### src/rtl/mult_pkg.sv
// Shared types and helpers for the sequential shift-add multiplier.
// Provides the FSM state encoding and the bit-counter width helper.
package mult_pkg;

    typedef enum logic [2:0] {
        IDLE,
        ADD,
        SHIFT,
        FINAL,
        DONE
    } mult_state_t;

    localparam int MIN_WIDTH = 2;

    // Counter must index 0..WIDTH-1; never narrower than one bit.
    function automatic int cnt_width(input int w);
        return (w <= 2) ? 1 : $clog2(w);
    endfunction

endpackage

### src/rtl/mult_addsub_n.sv
// Combinational (WIDTH+1)-bit add/subtract of the running {X,A} and an addend.
// Ports: a, b (WIDTH+1) operands; sub selects a-b; sum (WIDTH+1); carry_out.
module mult_addsub_n #(
    parameter int WIDTH = 8
) (
    input  logic [WIDTH:0] a,
    input  logic [WIDTH:0] b,
    input  logic           sub,
    output logic [WIDTH:0] sum,
    output logic           carry_out
);

    logic [WIDTH:0]   b_eff;
    logic [WIDTH+1:0] full;

    // Subtraction as a + ~b + 1.
    assign b_eff     = sub ? ~b : b;
    assign full      = {1'b0, a} + {1'b0, b_eff} + {{(WIDTH+1){1'b0}}, sub};
    assign sum       = full[WIDTH:0];
    assign carry_out = full[WIDTH+1];

endmodule

### src/rtl/seq_multiplier_n.sv
// Sequential shift-add multiplier, signed/unsigned, with optional accumulate.
// Ports: Clk, Reset (async high), Start, Signed_Mode, Acc_Mode, Clear,
//        Multiplicand, Multiplier -> Busy, Done, Product (2*WIDTH), Xval.
module seq_multiplier_n
    import mult_pkg::*;
#(
    parameter int WIDTH = 8
) (
    input  logic                 Clk,
    input  logic                 Reset,
    input  logic                 Start,
    input  logic                 Signed_Mode,
    input  logic                 Acc_Mode,
    input  logic                 Clear,
    input  logic [WIDTH-1:0]     Multiplicand,
    input  logic [WIDTH-1:0]     Multiplier,
    output logic                 Busy,
    output logic                 Done,
    output logic [2*WIDTH-1:0]   Product,
    output logic                 Xval
);

    localparam int CW = cnt_width(WIDTH);

    mult_state_t      state;
    logic             x;
    logic [WIDTH-1:0] a;
    logic [WIDTH-1:0] b;
    logic [WIDTH-1:0] m;
    logic [CW-1:0]    cnt;
    logic             sgn;
    logic             acc;

    logic             last;
    logic             sub;
    logic [WIDTH:0]   addend;
    logic [WIDTH:0]   sum;
    logic             addsub_cout_unused;
    logic [2*WIDTH-1:0] prod_acc;

    assign last     = (cnt == CW'(WIDTH - 1));
    // Signed: sign-extend M, subtract on the sign-bit step of B.
    assign addend   = sgn ? {m[WIDTH-1], m} : {1'b0, m};
    assign sub      = sgn & last;
    assign prod_acc = Product + {a, b};
    assign Xval     = x;

    mult_addsub_n #(
        .WIDTH(WIDTH)
    ) u_addsub (
        .a        ({x, a}),
        .b        (addend),
        .sub      (sub),
        .sum      (sum),
        .carry_out(addsub_cout_unused)
    );

    always_ff @(posedge Clk or posedge Reset) begin
        if (Reset) begin
            state   <= IDLE;
            x       <= 1'b0;
            a       <= '0;
            b       <= '0;
            m       <= '0;
            cnt     <= '0;
            sgn     <= 1'b0;
            acc     <= 1'b0;
            Busy    <= 1'b0;
            Done    <= 1'b0;
            Product <= '0;
        end else begin
            unique case (state)
                IDLE: begin
                    if (Start) begin
                        m     <= Multiplicand;
                        b     <= Multiplier;
                        x     <= 1'b0;
                        a     <= '0;
                        cnt   <= '0;
                        sgn   <= Signed_Mode;
                        acc   <= Acc_Mode;
                        Busy  <= 1'b1;
                        state <= ADD;
                    end else if (Clear) begin
                        Product <= '0;
                    end
                end
                ADD: begin
                    // In unsigned mode X is 0 here, so sum[WIDTH] is A+M carry.
                    if (b[0]) begin
                        {x, a} <= sum;
                    end
                    state <= SHIFT;
                end
                SHIFT: begin
                    // X feeds A's MSB; it is kept only for arithmetic shift.
                    {x, a, b} <= {sgn & x, x, a, b[WIDTH-1:1]};
                    cnt       <= cnt + CW'(1);
                    state     <= last ? FINAL : ADD;
                end
                FINAL: begin
                    Product <= acc ? prod_acc : {a, b};
                    Busy    <= 1'b0;
                    Done    <= 1'b1;
                    state   <= DONE;
                end
                DONE: begin
                    Done  <= 1'b0;
                    state <= IDLE;
                end
                default: begin
                    state <= IDLE;
                end
            endcase
        end
    end

endmodule

### config.mk
export PLATFORM = sky130hd
export DESIGN_NAME = seq_multiplier_n
export DESIGN_NICKNAME = d
export VERILOG_FILES = /design/src/rtl/mult_pkg.sv /design/src/rtl/mult_addsub_n.sv /design/src/rtl/seq_multiplier_n.sv
export SDC_FILE = /design/constraint.sdc
export NUM_CORES = 1
export LEC_CHECK = 0
export ABC_AREA = 1
export BUFFER_PORTS_ARGS = -buffer_cell sky130_fd_sc_hd__buf_2
export CELL_PAD_IN_SITES_DETAIL_PLACEMENT = 0
export CELL_PAD_IN_SITES_GLOBAL_PLACEMENT = 1
export CORE_MARGIN = 2
export CORE_UTILIZATION = 43
export DETAILED_ROUTE_END_ITERATION = 8
export HOLD_SLACK_MARGIN = 0.03
export PLACE_DENSITY = 0.82
export SLEW_MARGIN = 20
export SYNTH_ARGS = -nofsm -noshare
export SYNTH_HDL_FRONTEND = slang
export SYNTH_HIERARCHICAL = 1
export SYNTH_SLANG_ARGS = --single-unit
export TNS_END_PERCENT = 5
### constraint.sdc
create_clock -name Clk -period 2.7 [get_ports Clk]
set_clock_uncertainty 0.1 [all_clocks]
set_input_delay 0.405 -clock Clk [delete_from_list [all_inputs] [get_ports Clk]]
set_output_delay 0.405 -clock Clk [all_outputs]
set_load 0.02 [all_outputs]
# After elaboration in Yosys (flattened, before gate mapping)
# Index checks and enable logic that the tools add are counted.
word_totals:
  ff_bits: 51
op_classes:
  n_addsub: 4
  n_eq_ne: 9
  muxes: 22
  bitwise: 3
  n_reduce_logical: 10
ops:
  columns: ["cell", "n"]
  rows:
  - ["$mux W16", 3]
  - ["$pmux W16 S2", 1]
  - ["$mux W8", 3]
  - ["$pmux W8 S3", 1]
  - ["$mux W9", 2]
  - ["$add A16 B16 Y16", 1]
  - ["$pmux W8 S2", 1]
  - ["$pmux W3 S4", 1]
  - ["$add A9 B1 Y9", 1]
  - ["$add A9 B9 Y9", 1]
  - ["$not A9 Y9", 1]
  - ["$ne A2 B2 Y1 const B", 4]
  - ["$eq A3 B2 Y1 const B", 2]
  - ["$eq A3 B3 Y1 const B", 2]
  - ["$mux W3", 2]
  - ["$pmux W3 S2", 1]
  - ["$reduce_and A2 Y1", 3]
  - ["$reduce_and A3 Y1", 2]
  - ["$reduce_bool A2 Y1", 3]
  - ["$pmux W1 S2", 2]
  - ["$add A3 B1 Y3 const B", 1]
  - ["$eq A3 B1 Y1 const B", 1]
  - ["$logic_not A3 Y1", 1]
  - ["$mux W1", 3]
  - ["other kinds (4)", 5]

# Logic depth before layout (Yosys ltp)
# Gate-level depths: netlist of run 1.
depth:
  word_depth: 7
  ltp_mapped: 19

# Modules after synthesis
# Netlist of run 1, hierarchy kept.
modules_own_cells:
  columns: ["mod", "instances", "cells_each", "area_each_um2", "seq_area_each_um2"]
  rows:
  - ["seq_multiplier_n", 1, 448, 3206.8, 1276.2]
  - ["mult_addsub_n", 1, 90, 551.8, 0.0]

# Least setup slack after synthesis of run 1
# No wires, ideal clock.
synth_path:
  path_kind: "register to register"
  from: "register cnt[0]"
  to: "register a[6]"
  arrival_ps: 2205
  required_time_ps: 2479
  slack_ps: 274
  stages_incl_launch_ff: 20
  path_buffers: 1
  synth_period_minus_slack_ps: 2426
  cell_sequence: "dfrtp_1 > ha_1 > ha_1 > nand2_1 > inv_1 > buf_6 > inv_4 > nand2_4 > and2_2 > fa_1 > nand3_1 > nand2_1 > nand2_1 > nand2_1 > nand2_1 > nand2_1 > nand2_1 > o21ai_0 > nand2_1 > o21ai_1"
synth_via:
  elab_chain_len: 7
synth_lines:
  columns: ["element", "line", "text"]
  rows:
  - ["start: declaration", "seq_multiplier_n.sv:30", "logic [CW-1:0] cnt;"]
  - ["start signal: assignment", "seq_multiplier_n.sv:98", "cnt <= cnt + CW'(1);"]
  - ["$eq A3 B3 Y1 *", "seq_multiplier_n.sv:41", "assign last = (cnt == CW'(WIDTH - 1));"]
  - ["$and A1 B1 Y1 *", "seq_multiplier_n.sv:44", "assign sub = sgn & last;"]
  - ["via sub", "seq_multiplier_n.sv:35", "logic sub;"]
  - ["$mux W9", "mult_addsub_n.sv:17", "assign b_eff = sub ? ~b : b;"]
  - ["$add A9 B9 Y9", "mult_addsub_n.sv:18", "assign full = {1'b0, a} + {1'b0, b_eff} + {{(WIDTH+1){1'b0}}, sub};"]
  - ["$add A9 B1 Y9 *", "mult_addsub_n.sv:18", null]
  - ["via sum[6]", "seq_multiplier_n.sv:37", "logic [WIDTH:0] sum;"]
  - ["$mux W8 *", "seq_multiplier_n.sv:90", "if (b[0]) begin"]
  - ["$pmux W8 S3 *", "seq_multiplier_n.sv:72", "unique case (state)"]
  - ["end signal: assignment", "seq_multiplier_n.sv:91", "{x, a} <= sum;"]
  - ["end signal: assignment", "seq_multiplier_n.sv:97", "{x, a, b} <= {sgn & x, x, a, b[WIDTH-1:1]};"]
  - ["end: declaration", "seq_multiplier_n.sv:27", "logic [WIDTH-1:0] a;"]
# Mark *: on every way through the listed nets, which the timed path passes. The rest lies on a longest branch. The select of a mux whose other input is x is not followed.
# A chain may end at the register's enable or synchronous reset.

# Worst setup path in the final report of run 1
layout_path:
  from: "register cnt[0]"
  to: "register x, in the netlist Xval"
layout_via:
  elab_chain_len: 7
layout_lines:
  columns: ["element", "line", "text"]
  rows:
  - ["$eq A3 B3 Y1 *", "seq_multiplier_n.sv:41", null]
  - ["$and A1 B1 Y1 *", "seq_multiplier_n.sv:44", null]
  - ["via sub", "seq_multiplier_n.sv:35", null]
  - ["$mux W9", "mult_addsub_n.sv:17", null]
  - ["$add A9 B9 Y9", "mult_addsub_n.sv:18", null]
  - ["$add A9 B1 Y9 *", "mult_addsub_n.sv:18", null]
  - ["via sum[8]", "seq_multiplier_n.sv:37", null]
  - ["$mux W1 *", "seq_multiplier_n.sv:90", null]
  - ["$pmux W1 S3 *", "seq_multiplier_n.sv:72", null]
  - ["end signal: assignment", "seq_multiplier_n.sv:91", null]
  - ["end signal: assignment", "seq_multiplier_n.sv:97", null]
  - ["end: declaration", "seq_multiplier_n.sv:26", "logic x;"]
# Marked as above.

==> flow_summary.ini, run 1 <==
[yosys]
synth_cells = 533
syn_avg_cell_area_um2 = 7.00
synth_area_um2 = 3730
syn_nets = 583
synth_warnings = 6

[route]
vias = 3318
drc = 0
postRouteAntennaNets = 0
via_per_inst = 4.84
drtIter0Drc = 106
drt_first_pass_iters = 4
drt_wl_total_mm = 8.91
wire_per_inst_um = 13.0

[global_route]
grt_usage = 0.200
gr-usage-met1 = 0.266
busiest_layer = met2
antenna_found_initial = 0
grt_start_max_net_pins = 23
grt_pass1_wl_mm = 15.8
met2_usage = 0.347
grt_pass1_vias = 3417
grt-ovfl-total = 0
grtUsageMet3 = 0.0252

[timing]
layout_min_cycle_time_ns = 2.60
finalCritPeriodShare = 0.964
tightest_slew_ns = 0.627
tns_ns = 0
rsz0062_at_grt = yes
max_slew_margin = 0.582
drv_slew = 0
hold_viol = 0
holdWs_ns = 0.180
max_freq_mhz = 384
finalSetupViolCount = 0

[floorplanning]
coreArea_um2 = 8300
design.die.area_um2 = 9440
die_w_um = 97.2
rows = 33
initial_utilization = 0.450
die_h_um = 97.2
io_pins = 41

[placed_design]
dpl-instance-area_um2 = 4050
io_buffers = 40
dpl.hpwl_mm = 6.84
gp_congestion = 0.892

[clock_tree]
tritoncts = yes
cts.sinks = 51
numCtsBuffers = 5
clk_latency_ns = 0.31
clk_pin_slew_ns = 0.10
htree_levels = 2
clockBufferDepth = 2
root_buffer = clkbuf_8

[power]
seqPwrFrac = 0.289
total_power_mw = 5.08
power_switching_mw = 2.55
power_density_nw_per_um2 = 1180
clkPwrFrac = 0.116
p_leak_nw = 2.45
p_comb_frac = 0.595
peakVddDrop_v = 0.000648
cell_internal_pwr_mw = 2.53
swShare = 0.501

[worst_setup_path]
crit_path_end_kind = flip-flop
cp_data_arrival_time_ns = 2.73
cp_common_cell = nand2_1
worstPathRequired_ns = 2.83
worstPathMaxFanout = 5
slowest_stage = dfrtp_1
crit_chain = ha_2 > ha_4 > nand2_2 > clkinvlp_4 > buf_6 > xor2_1 > ha_1 > nand2_1 > nand2_1 > a21oi_1 > nand3_1 > nand2_1 > nand2_1 > a31oi_1
slowest_delay_ns = 0.41
worstSetupPathType = flip-flop to flip-flop
worstSetupStartpointType = flip-flop

[cells_and_area]
nets = 629
fin_area_um2 = 4310
final_core_util = 0.519
areaGrowthSynthToFinish_pct = 15.5
antenna_cells = 0
layout-drive-gt1-share = 0.172

[outcome]
status = finished, final reports clean

[job]
cap_violations = 0

[worst_hold_path]
min_path_type = input pin to flip-flop
stage by stage:
stage	worst slack [ns]	std cells
2_1_floorplan	0.274	533
3_3_place_gp	0.130	674
3_5_place_dp	0.0743	674
4_1_cts	0.0185	683
5_1_grt	-0.131	685
6_report	0.0981	685
metal layers:
layer  up-vias  share of wire
li1       1757              -
met1      1520           0.48
met2        35           0.49
met3         6          0.022
met4         0         0.0084
met5         -              0
state kept, by name, summed over array words and instances, names as in the netlist:
name,count
cnt,3
Product,16
sgn,1
a,8
acc,1
Busy,1
Xval,1
m,8
state,3
b,8
Done,1
path summary, 6_finish.rpt:
check / from / cells after the start / endpoint / slack (ns)
hold reg to reg: Busy / 2 / Busy / 0.38
hold / removal: Signed_Mode / 3 / sgn / 0.18
setup reg to reg: cnt[0] / 14 / Xval / 0.1
min in group asynchronous: Reset / 3 / b[2] / 0.50
max in group asynchronous: Reset / 4 / Product[14] / 1.36
setup / recovery: cnt[0] / 14 / Xval / 0.1
final cells by class:
class / count / area [um^2]
fillers: 825 / 3990
multi-input cells: 381 / 2150
flip-flops and latches: 51 / 1280
inverters: 90 / 344
repair buffers: 50 / 285
well taps: 105 / 131
clock buffers: 6 / 82.6
clock inverters: 2 / 38.8
cell usage in the layout, fill, tap and decap left out, types with 2 or more instances in the layout:
master	count
a21oi_1	19
a22o_1	2
a31oi_1	2
buf_2	40
buf_4	7
buf_6	2
clkbuf_8	6
dfrtp_1	51
ha_1	22
ha_4	3
inv_1	76
inv_2	11
nand2_1	201
nand2_2	6
nand2_4	4
nand3_1	33
nor2_1	15
nor2_2	2
nor2_8	2
nor3_1	4
o211ai_1	3
o21ai_0	16
o21ai_1	8
o21ai_2	2
o221ai_1	8
or2_2	2
xnor2_1	2
xor2_1	12
power by group through the flow:
stage / Clock [mW] / Combinational (mW) / Sequential (mW)
6_report: 0.587 / 3.02 / 1.47
5_1_grt: 0.630 / 3.48 / 1.52
4_1_cts: 0.594 / 2.93 / 1.45
3_5_place_dp: 0 / 2.91 / 1.46
3_3_place_gp: 0 / 2.86 / 1.46
2_1_floorplan: 0 / 2.18 / 1.48
repair_timing:
| item | 4_1_cts | 5_1_grt |
|---|---|---|
| hold endpoints to repair | 14 | 0 |
| buffers inserted | 0 | 2 |
| endpoints found under the setup margin | 0 | 6 |
| resized for setup | 0 | 25 |
| hold buffers | 1 | 0 |
critical path: cells and delay by family (launching register included):
kind            cells  cell delay (ns)
simple gates        6             0.45
buf+inv             2             0.34
flops               1             0.41
fa+ha+maj           3             0.72
compound gates      2             0.35
xor+xnor            1             0.15
Note: power is estimated with default switching activity, not from simulation.
==> inputs of run 2 (changes only) <==
--- a/config.mk
+++ b/config.mk
@@ -14,6 +14,7 @@
 export DETAILED_ROUTE_END_ITERATION = 8
 export HOLD_SLACK_MARGIN = 0.03
 export PLACE_DENSITY = 0.82
+export SETUP_SLACK_MARGIN = 0.1
 export SLEW_MARGIN = 20
 export SYNTH_ARGS = -nofsm -noshare
 export SYNTH_HDL_FRONTEND = slang
==> flow_summary.ini, run 2 (synthesis results as in run 1) <==
[global_route]
grt_pass1_wl_mm = 15.8
grt_start_max_net_pins = 23
antenna_found_initial = 0
grt-ovfl-total = 0
grt_pass1_vias = 3417
grt_usage = 0.200

[cells_and_area]
areaGrowthSynthToFinish_pct = 14.6
final_common_cell = nand2_1
largest_register_ffs = 16
finalNonFillerCells = 687
largest-register = Product
antenna_cells = 0
layout-drive-gt1-share = 0.167
final_cell_mix = 202 x nand2_1, 77 x inv_1, 51 x dfrtp_1
nets = 631
final_core_util = 0.516

[timing]
finalSetupViolCount = 0
fin_ws_ns = 0.226
finalCritPeriodShare = 0.916
tns_ns = 0
layout_min_cycle_time_ns = 2.47
hold_viol = 0
max_freq_mhz = 404
drv_slew = 0
rsz0062_at_grt = yes
tightest_slew_ns = 0.627
max_slew_margin = 0.582

[outcome]
status = finished, final reports clean

[power]
power_density_nw_per_um2 = 1170
clkPwrFrac = 0.117
swShare = 0.500
p_leak_nw = 2.46
peakVddDrop_v = 0.000642
power_switching_mw = 2.51
total_power_mw = 5.03
seqPwrFrac = 0.290
cell_internal_pwr_mw = 2.51
p_comb_frac = 0.593

[job]
cap_violations = 0

[route]
postRouteAntennaNets = 0
drt_first_pass_iters = 4
drc = 0
vias = 3320
drtIter0Drc = 113
wire_per_inst_um = 13.0
drt_wl_total_mm = 8.90
via_per_inst = 4.83

[worst_setup_path]
worstSetupStartpointType = flip-flop
worstPathMaxFanout = 6
crit_path_end_kind = flip-flop
worstPathRequired_ns = 2.78
cp_data_arrival_time_ns = 2.55
worstSetupPathType = flip-flop to flip-flop

[placed_design]
place_ws_ns = 0.0743
place_inst = 674
dpl.hpwl_mm = 6.84
gp_congestion = 0.892
io_buffers = 40

[clock_tree]
tritoncts = yes
cts.sinks = 51
clk_pin_slew_ns = 0.10
clk_latency_ns = 0.31
root_buffer = clkbuf_8
htree_levels = 2
numCtsBuffers = 5
clockBufferDepth = 2

[floorplanning]
rows = 33
die_h_um = 97.2
initial_utilization = 0.450
die_w_um = 97.2
coreArea_um2 = 8300
io_pins = 41
design.die.area_um2 = 9440

[worst_hold_path]
min_path_type = input pin to flip-flop
==> run 2: layout make-up <==
class / instances / area (um^2)
Sequential cell: 51 / 1280
Tap cell: 105 / 131
Clock buffer: 6 / 82.6
Fill cell: 830 / 4020
Inverter: 90 / 348
Timing Repair Buffer: 52 / 297
Multi-Input combinational cell: 381 / 2110
Clock inverter: 2 / 38.8
==> run 2: final timing paths <==
kind,to,startpoint,slack (ns),cells past startpoint
min reg2reg,Busy,Busy,0.38,2
min,sgn,Signed_Mode,0.18,3
min in group asynchronous,b[2],Reset,0.50,3
max reg2reg,a[4],cnt[0],0.23,16
max,a[4],cnt[0],0.23,16
max in group asynchronous,a[0],Reset,1.35,4
==> run 2: stage by stage <==
| stage | area [um^2] | hold slack [ns] |
|---|---|---|
| 2_1_floorplan | 3730 | 0.367 |
| 3_3_place_gp | 4050 | 0.295 |
| 3_5_place_dp | 4050 | 0.307 |
| 4_1_cts | 4180 | 0.177 |
| 5_1_grt | 4280 | 0.186 |
| 6_report | 4280 | 0.181 |
==> run 2: repair_timing <==
item	4_1_cts	5_1_grt
setup endpoints to repair	4	6
endpoints found under the hold margin	14	0
hold buffers	1	0
setup buffers	0	4
resized for setup	1	18
pin swaps	0	15
==> run 2: worst max-delay path, cell delays in order (launching register included) <==
cell and delay [ns]:
dfrtp_1 0.41, ha_2 0.20, ha_4 0.17, nand2_4 0.09
inv_8 0.05, inv_4 0.05, nand2_4 0.04, and2_2 0.17
fa_2 0.37, nand3_2 0.09, nand2_2 0.07, buf_4 0.14
xor2_1 0.14, nand2_1 0.07, o21ai_0 0.07, nand2_1 0.07
o21ai_1 0.06
==> run 2: per-layer routing <==
metal | vias up | wire length [um] | GRT usage
met3 | 7 | 190 | 0.0252
met1 | 1522 | 4340 | 0.266
li1 | 1760 | - | -
met5 | - | 0 | 0
met4 | 0 | 83 | 0.0466
met2 | 31 | 4290 | 0.347
==> run 2: power by group through the flow <==
stage / logic, mW / registers, mW / clock network [mW]
3_3_place_gp: 2.86 / 1.46 / 0
6_report: 2.98 / 1.46 / 0.586
3_5_place_dp: 2.91 / 1.46 / 0
5_1_grt: 3.44 / 1.51 / 0.630
4_1_cts: 2.93 / 1.45 / 0.594
2_1_floorplan: 2.18 / 1.48 / 0
==> inputs of run 3 (changes only) <==
--- a/config.mk
+++ b/config.mk
@@ -5,15 +5,14 @@
 export SDC_FILE = /design/constraint.sdc
 export NUM_CORES = 1
 export LEC_CHECK = 0
-export ABC_AREA = 1
 export BUFFER_PORTS_ARGS = -buffer_cell sky130_fd_sc_hd__buf_2
 export CELL_PAD_IN_SITES_DETAIL_PLACEMENT = 0
 export CELL_PAD_IN_SITES_GLOBAL_PLACEMENT = 1
 export CORE_MARGIN = 2
-export CORE_UTILIZATION = 43
+export CORE_UTILIZATION = 45
 export DETAILED_ROUTE_END_ITERATION = 8
 export HOLD_SLACK_MARGIN = 0.03
-export PLACE_DENSITY = 0.82
+export PLACE_DENSITY = 0.81
 export SETUP_SLACK_MARGIN = 0.1
 export SLEW_MARGIN = 20
 export SYNTH_ARGS = -nofsm -noshare
==> flow_summary.ini, run 3 <==
[outcome]
status = finished, violations left
violations = setup timing

[clock_tree]
clk_latency_ns = 0.30
clockBufferDepth = 2
numCtsBuffers = 5
htree_levels = 2
clk_pin_slew_ns = 0.09
root_buffer = clkbuf_8
cts.sinks = 51
tritoncts = yes

[global_route]
grt_usage = 0.196
grt_pass1_wl_mm = 13.1
grt_pass1_vias = 2741
grt-ovfl-total = 0
grt_start_max_net_pins = 52
antenna_found_initial = 0

[floorplanning]
die_w_um = 90.2
rows = 31
coreArea_um2 = 7210
io_pins = 41
design.die.area_um2 = 8140
die_h_um = 90.2
initial_utilization = 0.464

[cells_and_area]
fin_area_um2 = 3900
layout-drive-gt1-share = 0.247
antenna_cells = 0
final_common_cell = dfrtp_1
final_cell_mix = 51 x dfrtp_1, 48 x nand2_1, 40 x buf_2
nets = 442
largest_register_ffs = 16
largest-register = Product
areaGrowthSynthToFinish_pct = 16.4

[worst_setup_path]
worstPathMaxFanout = 6
worstSetupStartpointType = flip-flop
crit_path_end_kind = flip-flop
cp_data_arrival_time_ns = 2.88
worstSetupPathType = flip-flop to flip-flop
worstPathRequired_ns = 2.77

[power]
seqPwrFrac = 0.321
power_density_nw_per_um2 = 1140
swShare = 0.443
p_comb_frac = 0.562
power_switching_mw = 1.97
peakVddDrop_v = 0.000542
clkPwrFrac = 0.118
cell_internal_pwr_mw = 2.48
p_leak_nw = 1.89

[route]
drt_wl_total_mm = 7.59
postRouteAntennaNets = 0
via_per_inst = 5.53
wire_per_inst_um = 15.5
drc = 0
drtIter0Drc = 102
drt_first_pass_iters = 4
vias = 2715

[yosys]
synth_warnings = 6
synth_cells = 342
syn_nets = 392
synth_area_um2 = 3350
syn_avg_cell_area_um2 = 9.79

[timing]
fin_ws_ns = -0.114
layout_min_cycle_time_ns = 2.81
tightest_slew_ns = 0.661
max_slew_margin = 0.559
finalSetupViolCount = 1
holdWs_ns = 0.173
drv_slew = 0
max_freq_mhz = 355
hold_viol = 0
rsz0062_at_grt = yes
finalCritPeriodShare = 1.04

[placed_design]
place_ws_ns = -0.108
dpl.hpwl_mm = 5.59
gp_congestion = 0.822
io_buffers = 40
dpl-instance-area_um2 = 3750

[job]
cap_violations = 0

[worst_hold_path]
min_path_type = input pin to asynchronous set/reset pin
## run 3: changes by cell type in the layout (fill, tap and decap cells not counted), sizes merged, moves of 5 or more
cell | before | now
o221ai | 8 | 0
a21o | 0 | 8
nor2 | 19 | 14
mux2i | 0 | 8
a21oi | 20 | 13
mux2 | 0 | 12
buf | 51 | 58
and3 | 0 | 6
nand3 | 34 | 4
xnor2 | 2 | 15
inv | 90 | 6
nand2 | 211 | 48
a22oi | 0 | 24
## run 3: worst paths after layout
check,start,to,slack (ns),cells after the start
setup reg to reg,cnt[1],a[7],-0.11,11
hold reg to reg,Busy,Busy,0.38,1
hold / removal,Reset,m[7],0.17,3
max in group asynchronous,Reset,a[2],1.89,3
setup / recovery,cnt[1],a[7],-0.11,11
min in group Clk,Multiplier[4],b[4],0.21,3
## run 3: timing repair
item                       in CTS  in global routing
resized for setup               3                  4
pin swaps                       1                  0
setup buffers                   1                  0
hold buffers                    0                  0
setup endpoints to repair       3                  5
## run 3: area by class of cell
type / instances / area [um^2]
well taps: 99 / 124
repair buffers: 58 / 335
inverters: 6 / 22.5
clock buffers: 6 / 72.6
multi-input cells: 270 / 2040
fillers: 702 / 3320
clock inverters: 1 / 30.0
flip-flops and latches: 51 / 1280
## run 3: metal layers
| layer | vias to the layer above | routed length [um] | track usage |
|---|---|---|---|
| met2 | 48 | 3900 | 0.351 |
| li1 | 1342 | - | - |
| met4 | 0 | 62 | 0.0474 |
| met1 | 1318 | 3400 | 0.245 |
| met3 | 7 | 230 | 0.0327 |
| met5 | - | 0 | 0 |
## run 3: through the flow
stage          std cells  power [mW]  TNS [ns]   util
3_3_place_gp         483        3.81   -0.0891  0.520
2_1_floorplan        342        3.25    -0.140      -
6_report             491        4.45    -0.114  0.540
4_1_cts              491        4.45    -0.108  0.537
3_5_place_dp         483        3.88    -0.186  0.520
5_1_grt              491        4.86    -0.505  0.540
## run 3: critical path, cell delays in order (launching register included)
cell      delay (ns)
dfrtp_1         0.39
ha_2            0.20
ha_4            0.16
and2_4          0.17
xor2_2          0.16
ha_1            0.31
a2111o_1        0.37
a31o_1          0.20
and3_1          0.14
a311o_1         0.28
a22oi_2         0.12
o21ai_1         0.09
## run 3: power by group through the flow
stage / clock (mW) / combinational, mW / sequential, mW
floorplan: 0 / 1.82 / 1.42
global route: 0.575 / 2.80 / 1.49
detailed placement: 0 / 2.43 / 1.45
finish: 0.524 / 2.50 / 1.43
CTS: 0.544 / 2.48 / 1.43
global placement: 0 / 2.37 / 1.43
